### src/rtl/serial_cmp_ctrl_pkg.sv
`default_nettype none
// ============================================================================
// Module   : serial_cmp_ctrl_pkg
// Purpose  : Shared definitions for the bit-serial comparator controller.
//            Holds the FSM state encoding used by serial_cmp_ctrl.
// Revision : 1.0  initial release
// ============================================================================
package serial_cmp_ctrl_pkg;

    localparam logic [1:0] ST_IDLE  = 2'd0;
    localparam logic [1:0] ST_SHIFT = 2'd1;
    localparam logic [1:0] ST_DONE  = 2'd2;

endpackage : serial_cmp_ctrl_pkg
`default_nettype wire

### src/rtl/serial_cmp_ctrl_bit_eq_cell.sv
`default_nettype none
// ============================================================================
// Module   : bit_eq_cell
// Purpose  : Shared combinational 1-bit equality cell (XNOR).
// Ports    : x, y  - bits under comparison
//            e     - 1 when x == y
// Revision : 1.0  initial release
// ============================================================================
module bit_eq_cell (
    input  logic x,
    input  logic y,
    output logic e
);

    assign e = (x & y) | (~x & ~y);

endmodule : bit_eq_cell
`default_nettype wire

### src/rtl/serial_cmp_ctrl.sv
`default_nettype none
// ============================================================================
// Module   : serial_cmp_ctrl
// Purpose  : Bit-serial magnitude/equality comparator controller. Latches two
//            N-bit operands on start, walks them MSB-first through a single
//            1-bit equality cell and reports eq/gt/lt plus the number of bits
//            examined.
// Ports    : clk       - system clock, rising edge
//            rst       - synchronous reset, active-high
//            start     - request, accepted only while ready=1
//            a, b      - operands, sampled on the accepting edge
//            ready     - high in IDLE
//            busy      - high in SHIFT
//            done      - one-cycle pulse, results valid from this cycle
//            eq/gt/lt  - unsigned comparison result (exactly one set at done)
//            bit_count - bits examined by the last operation (1..N)
// Revision : 1.0  initial release
// ============================================================================
module serial_cmp_ctrl
    import serial_cmp_ctrl_pkg::*;
#(
    parameter int N          = 8,
    parameter int EARLY_EXIT = 1,
    parameter int CW         = $clog2(N + 1)
) (
    input  logic          clk,
    input  logic          rst,
    input  logic          start,
    input  logic [N-1:0]  a,
    input  logic [N-1:0]  b,
    output logic          ready,
    output logic          busy,
    output logic          done,
    output logic          eq,
    output logic          gt,
    output logic          lt,
    output logic [CW-1:0] bit_count
);

    localparam logic [CW-1:0] C_LAST_COUNT = CW'(N);
    localparam logic [CW-1:0] C_ONE        = CW'(1);

    logic [1:0]    r_state;
    logic [N-1:0]  r_sra;
    logic [N-1:0]  r_srb;
    logic [CW-1:0] r_cnt;
    logic          r_mis;        // a mismatch has already been recorded
    logic          r_eq;
    logic          r_gt;
    logic          r_lt;
    logic [CW-1:0] r_bit_count;

    logic          w_e;
    logic [CW-1:0] w_cnt_next;
    logic          w_first_mis;
    logic          w_last;
    logic          w_finish;

    bit_eq_cell u_cell (
        .x (r_sra[N-1]),
        .y (r_srb[N-1]),
        .e (w_e)
    );

    assign w_cnt_next  = r_cnt + C_ONE;
    assign w_first_mis = ~w_e & ~r_mis;
    assign w_last      = (w_cnt_next == C_LAST_COUNT);
    // Without early exit the scan always runs to the last bit; gt/lt are
    // frozen by r_mis at the first mismatch.
    assign w_finish    = w_last | ((EARLY_EXIT != 0) & w_first_mis);

    always_ff @(posedge clk) begin
        if (rst) begin
            r_state     <= ST_IDLE;
            r_sra       <= '0;
            r_srb       <= '0;
            r_cnt       <= '0;
            r_mis       <= 1'b0;
            r_eq        <= 1'b0;
            r_gt        <= 1'b0;
            r_lt        <= 1'b0;
            r_bit_count <= '0;
        end else begin
            case (r_state)
                ST_IDLE: begin
                    if (start) begin
                        r_sra       <= a;
                        r_srb       <= b;
                        r_cnt       <= '0;
                        r_mis       <= 1'b0;
                        r_eq        <= 1'b0;
                        r_gt        <= 1'b0;
                        r_lt        <= 1'b0;
                        r_bit_count <= '0;
                        r_state     <= ST_SHIFT;
                    end
                end
                ST_SHIFT: begin
                    r_cnt <= w_cnt_next;
                    r_sra <= {r_sra[N-2:0], 1'b0};
                    r_srb <= {r_srb[N-2:0], 1'b0};
                    if (w_first_mis) begin
                        r_mis <= 1'b1;
                        r_gt  <= r_sra[N-1];
                        r_lt  <= ~r_sra[N-1];
                    end
                    if (w_finish) begin
                        r_state     <= ST_DONE;
                        r_bit_count <= w_cnt_next;
                        r_eq        <= ~r_mis & w_e;
                    end
                end
                ST_DONE: begin
                    r_state <= ST_IDLE;
                end
                default: begin
                    r_state <= ST_IDLE;
                end
            endcase
        end
    end

    assign ready     = (r_state == ST_IDLE);
    assign busy      = (r_state == ST_SHIFT);
    assign done      = (r_state == ST_DONE);
    assign eq        = r_eq;
    assign gt        = r_gt;
    assign lt        = r_lt;
    assign bit_count = r_bit_count;

endmodule : serial_cmp_ctrl
`default_nettype wire

### config.mk
export PLATFORM = sky130hd
export DESIGN_NAME = serial_cmp_ctrl
export DESIGN_NICKNAME = d
export VERILOG_FILES = /design/src/rtl/serial_cmp_ctrl_pkg.sv /design/src/rtl/serial_cmp_ctrl_bit_eq_cell.sv /design/src/rtl/serial_cmp_ctrl.sv
export SDC_FILE = /design/constraint.sdc
export NUM_CORES = 1
export LEC_CHECK = 0
export CORE_ASPECT_RATIO = 2
export CORE_MARGIN = 5
export CORE_UTILIZATION = 50
export CTS_CLUSTER_SIZE = 30
export DETAILED_ROUTE_END_ITERATION = 10
export PLACE_DENSITY = 0.83
export SYNTH_ARGS = -nofsm -noshare
export SYNTH_HDL_FRONTEND = slang
export SYNTH_SLANG_ARGS = --single-unit
### constraint.sdc
create_clock -name clk -period 5 [get_ports clk]
set_input_delay 1.25 -clock clk [delete_from_list [all_inputs] [get_ports clk]]
set_output_delay 1.25 -clock clk [all_outputs]
set_load 0.01 [all_outputs]
==> impl_metrics.toml, run 1 <==
[logic_synthesis]
synthTopCellsByCount = "35 x nand2_1, 30 x dfxtp_1, 24 x nor2_1"
synth_enable_flop_cells = 0
postSynthCellCount = 166
async_reset_ff_frac = 0
syn_area_per_cell_um2 = 8.59
synth_top_area_cell = "dfxtp_1"
seq_area_frac_synth = 0.421
synthDistinctLibCells = 43
synth_top_area_frac = 0.421
synth_flop_cell = "dfxtp_1"
synth.net_count = 187
yosys_warnings = 0
synth_area_um2 = 1430
synthTopCellsByArea = "dfxtp_1 42%, nand2_1 9.2%, a311oi_1 8.6%"
synth-seq-cells = 30
yosysMostFrequentCell = "nand2_1"

[clock_network]
cts_root_buf = "clkbuf_8"
clock_sinks = 30
clk_latency_ns = 0.28
cts_tree = "yes"
cts_resized = 0
cts_buffers = 5
clk_path_buf_depth = 2
post_cts_buffers = 0
htree_levels = 2
clk_pin_slew_ns = 0.06
cts_hold_buf = 0

[route]
drcViolationCount = 0
wl_per_cell_um = 13.9
ant_nets = 0
dr.first_iter.drc_count = 47
vias = 1276
routed_via_density = 5.77
first_pass_iters = 4
drt-total-wl_um = 3080

[pwr]
p_int_uw = 515
cellLeakagePower_uw = 0.000659
comb_power_share = 0.343
seqPwrFrac = 0.406
swShare = 0.355
powerDensity_nw_per_um2 = 450
ir_worst_vdd_v = 0.000313
pwr-share-clk = 0.251
p_switching_uw = 283

[global_routing]
grt_max_degree = 36
grt_usage = 0.171
grt_overflow = 0
antenna_found_initial = 0
grt_pass1_vias = 1274
grt_pass1_wl_um = 5130

[worst_setup_path]
path_class = "reg -> out"
required_ns = 3.75
cp_slowest_cell = "clkdlybuf4s50_1"
crit_chain = "nand2b_4 > clkinv_1 > clkdlybuf4s50_1"
crit_fanout = 23
reg2reg_from = "r_cnt[0]$_SDFFE_PP0P_"
crit_start = "r_state[1]$_SDFFE_PP0P_"
critPathMaxStageDelay_ns = 0.63
critical_path_arrival_ns = 2.12
end_kind = "output port"
cp-start-kind = "flop"

[finish]
n_fill_cell = 226
finalNonFillerCells = 221
regArea_um2 = 601
multi_input_area_um2 = 741
syn_to_final_growth_pct = 24.3
drive_gt1_frac = 0.0938
final_nets = 212
n_antenna_cell = 0

[timing]
worst_pin_slew_ns = 1.13
slew_violations = 0
hold_viol_final = 0
setup_tns_ns = 0
rsz0062_at_grt = "no"
finClkSkew_ns = 0.00467
max_freq_mhz = 297
period_minus_slack_ns = 3.37
finalSetupViolCount = 0
max_slew_margin = 0.243
finalCritPeriodShare = 0.673

[placed_design]
dp.cells = 213
post-dp-hpwl_um = 2240
gp_congestion = 0.769
portBuffers = 28

[floorplanning]
io-pin-count = 29
initial_core_util = 0.521
die_x_um = 47.8
dieHeight_um = 85.5
core_um2 = 2740
rows = 27
die_area_um2 = 4080

[worst_hold_path]
min-delay-start = "bit_count[2]$_SDFFE_PP0P_"
hold_path_class = "reg -> reg"

[run]
max_cap_viol_count = 0

[status]
outcome = "finished, final reports clean"
-- power groups by stage --
stage | Clock (uW) | Sequential [uW] | Combinational, uW
after global placement | 0 | 325 | 265
after global routing | 216 | 331 | 304
after detailed placement | 0 | 329 | 275
after floorplan | 0 | 324 | 203
after CTS | 204 | 324 | 277
final | 200 | 324 | 274
-- path summary, 6_finish.rpt --
kind / slack (ns) / depth (start not counted) / to
min reg2reg: 0.48 / 2 / bit_count[2]$_SDFFE_PP0P_
max: 1.63 / 3 / busy
min: 0.48 / 2 / bit_count[2]$_SDFFE_PP0P_
max reg2reg: 3.16 / 5 / bit_count[3]$_SDFFE_PP0P_
-- per-layer routing --
layer  up-vias  routed length, um  track usage
li1        633                  -            -
met4         0                 96        0.115
met5         -                  0            0
met1       599               1110        0.163
met3        10                190       0.0483
met2        34               1680        0.290
-- placed cells by master, fill, tap and decap left out, types with 2 or more instances in the layout --
cell / count
or2b_2: 2
a311oi_1: 14
ha_1: 2
nand2_1: 35
clkdlybuf4s50_1: 28
or3_1: 2
a21oi_1: 6
o32ai_1: 4
nor3_1: 2
nor2_1: 24
and2_1: 2
dfxtp_1: 30
inv_1: 3
a22oi_1: 4
xnor2_1: 2
clkbuf_8: 6
-- metrics by stage --
stage	hold slack, ns	cell area [um2]	total power [uW]	setup WS, ns	utilization
6_report	0.477	1770	798	1.63	0.647
5_1_grt	0.499	1770	851	1.47	0.647
4_1_cts	0.479	1770	804	1.61	0.647
3_5_place_dp	0.470	1680	603	1.80	0.614
3_3_place_gp	0.460	1680	590	1.86	0.614
2_1_floorplan	0.453	1430	527	2.79	-
-- flip-flops by register name, indices dropped and copies added (netlist names) --
register   flops
r_cnt          4
r_state        2
r_sra          8
eq             1
bit_count      4
lt             1
r_srb          8
gt             1
r_mis          1
-- final cells by class --
class | count | share of cell area
Clock buffer | 7 | 0.0487
Clock inverter | 1 | 0.00282
Inverter | 4 | 0.00847
Sequential cell | 30 | 0.339
Timing Repair Buffer | 29 | 0.162
Tap cell | 29 | 0.0205
Multi-Input combinational cell | 121 | 0.418
-- logic make-up after synthesis --
family                   synth area share
AND/OR/NAND/NOR                     0.248
adder cells (fa/ha/maj)            0.0176
flip-flops                          0.421
AO/OA/AOI/OAI                       0.224
multiplexers                      0.00702
buffers and inverters              0.0588
XOR/XNOR                           0.0237
-- critical path: cells and delay by family, from the launching register on --
| kind | cells | cell delay [ns] |
|---|---|---|
| buf+inv | 2 | 1.10 |
| flops | 1 | 0.41 |
| simple gates | 1 | 0.31 |
Power figures use the tool's default switching activity.
==> inputs of run 2 (changes only) <==
- clock period: 5 -> 3.2 ns (I/O delays scaled with it)
==> run 2 against run 1 <==
Compared with the run above:
- register-to-register slack lost 1.8 ns
- via count grew 0.31%
- power grew 57%
- first-iteration DRC count shrank 49%
- setup slack lost 0.89 ns
- routed wire length grew 1.7%
- critical path type unchanged
- largest power group unchanged
- highest routed layer unchanged
==> impl_metrics.toml, run 2 (synthesis gave the netlist of run 1 again) <==
[status]
outcome = "finished, final reports clean"

[worst_setup_path]
reg2reg_from = "r_cnt[0]$_SDFFE_PP0P_"
crit_chain = "nand2b_4 > clkinv_1 > clkdlybuf4s50_1"
path_class = "reg -> out"
cp_slowest_cell = "clkdlybuf4s50_1"
crit_fanout = 23
critPathMaxStageDelay_ns = 0.49
worstRegToRegCells = 5
reg2reg_slack_ns = 1.41
cp-start-kind = "flop"
critical_path_arrival_ns = 1.66
required_ns = 2.40
end_kind = "output port"
r2r-end = "bit_count[1]$_SDFFE_PP0P_"

[global_routing]
grt_pass1_vias = 1225
grt_overflow = 0
grt_max_degree = 30
grt_pass1_wl_um = 5150
grt_usage = 0.173
antenna_found_initial = 0

[floorplanning]
core_um2 = 2740
dieHeight_um = 85.5
die_x_um = 47.8
io-pin-count = 29
initial_core_util = 0.521
rows = 27
die_area_um2 = 4080

[timing]
finalSetupViolCount = 0
max_slew_margin = 0.625
finalCritPeriodShare = 0.768
hold_viol_final = 0
rsz0062_at_grt = "no"
finClkSkew_ns = 0.00349
worst_pin_slew_ns = 0.561
max_freq_mhz = 407
period_minus_slack_ns = 2.46
slew_violations = 0
setup_tns_ns = 0

[pwr]
cellLeakagePower_uw = 0.000669
swShare = 0.351
comb_power_share = 0.345
p_int_uw = 810
powerDensity_nw_per_um2 = 699
pwr-share-clk = 0.249
seqPwrFrac = 0.406
p_switching_uw = 439
ir_worst_vdd_v = 0.000584

[worst_hold_path]
hold_depth = 2
hold_path_class = "reg -> reg"
min-delay-start = "r_srb[6]$_SDFFE_PP0P_"
holdPathEnd = "r_srb[7]$_SDFFE_PP0P_"

[route]
ant_nets = 0
wl_per_cell_um = 14.0
vias = 1280
drcViolationCount = 0
dr.first_iter.drc_count = 24
drt-total-wl_um = 3130
first_pass_iters = 4
routed_via_density = 5.74

[placed_design]
dp.cells = 215
post-dp-hpwl_um = 2290
gp_congestion = 0.773
portBuffers = 28

[finish]
reg.largest.list = "r_sra (8), r_srb (8)"
n_antenna_cell = 0
final_common_cell = "nand2_1"
final_nets = 214
drive_gt1_frac = 0.103
final_cell_mix = "35 x nand2_1, 30 x dfxtp_1, 28 x clkdlybuf4s50_1, 24 x nor2_1, 14 x a311oi_1"
syn_to_final_growth_pct = 25.4
finalNonFillerCells = 223

[clock_network]
clk_pin_slew_ns = 0.06
cts_hold_buf = 0
post_cts_buffers = 0
clk_path_buf_depth = 2
cts_resized = 0
clk_latency_ns = 0.28
cts_buffers = 5
htree_levels = 2
cts_tree = "yes"
cts_root_buf = "clkbuf_8"
clock_sinks = 30

[run]
max_cap_viol_count = 0
==> run 2: cell types whose count changed in the layout (fill, tap and decap cells not counted), sizes merged <==
cell,previous run,this run
buf,1,3
==> run 2: layout make-up <==
type	instances	area, um2
Tap cell	29	36.3
Inverter	4	15.0
Fill cell	241	950
Timing Repair Buffer	31	303
Clock inverter	1	5.00
Clock buffer	7	86.3
Multi-Input combinational cell	121	741
Sequential cell	30	601
==> run 2: stage by stage <==
stage	power [uW]	instance area, um2	utilization	hold WS, ns	setup slack (ns)
final	1250	1790	0.653	0.477	0.741
after global routing	1340	1790	0.653	0.501	0.635
after CTS	1260	1790	0.653	0.483	0.728
after detailed placement	949	1700	0.620	0.477	0.862
after global placement	930	1700	0.620	0.466	0.908
after floorplan	824	1430	-	0.453	1.44
==> run 2: worst max path at each step <==
| stage | end | start |
|---|---|---|
| 2_1_floorplan | gt$_SDFFE_PP0P_ | start |
| 3_3_place_gp | gt$_SDFFE_PP0P_ | start |
| 3_5_place_dp | eq$_SDFFE_PP0P_ | rst |
| 4_1_cts | busy | r_state[1]$_SDFFE_PP0P_ |
| 5_1_grt | busy | r_state[1]$_SDFFE_PP0P_ |
| 6_report | busy | r_state[1]$_SDFFE_PP0P_ |
==> run 2: metal layers <==
layer	track usage	part of all wire	wire length (um)	up-vias
li1	-	-	-	639
met1	0.186	0.37	1160	584
met2	0.286	0.55	1720	50
met3	0.0525	0.061	191	7
met4	0.0858	0.022	68	0
met5	0	0	0	-
==> run 2: worst max-delay path: cells and delay by family (launching register included) <==
kind / cells / cell delay (ns)
simple gates: 1 / 0.32
buf+inv: 2 / 0.61
flops: 1 / 0.42
==> run 2: power by group through the flow <==
stage	clock [uW]	combinational (uW)	sequential [uW]
floorplan	0	317	506
global placement	0	420	510
detailed placement	0	434	515
CTS	319	437	507
global route	335	486	518
finish	311	431	508
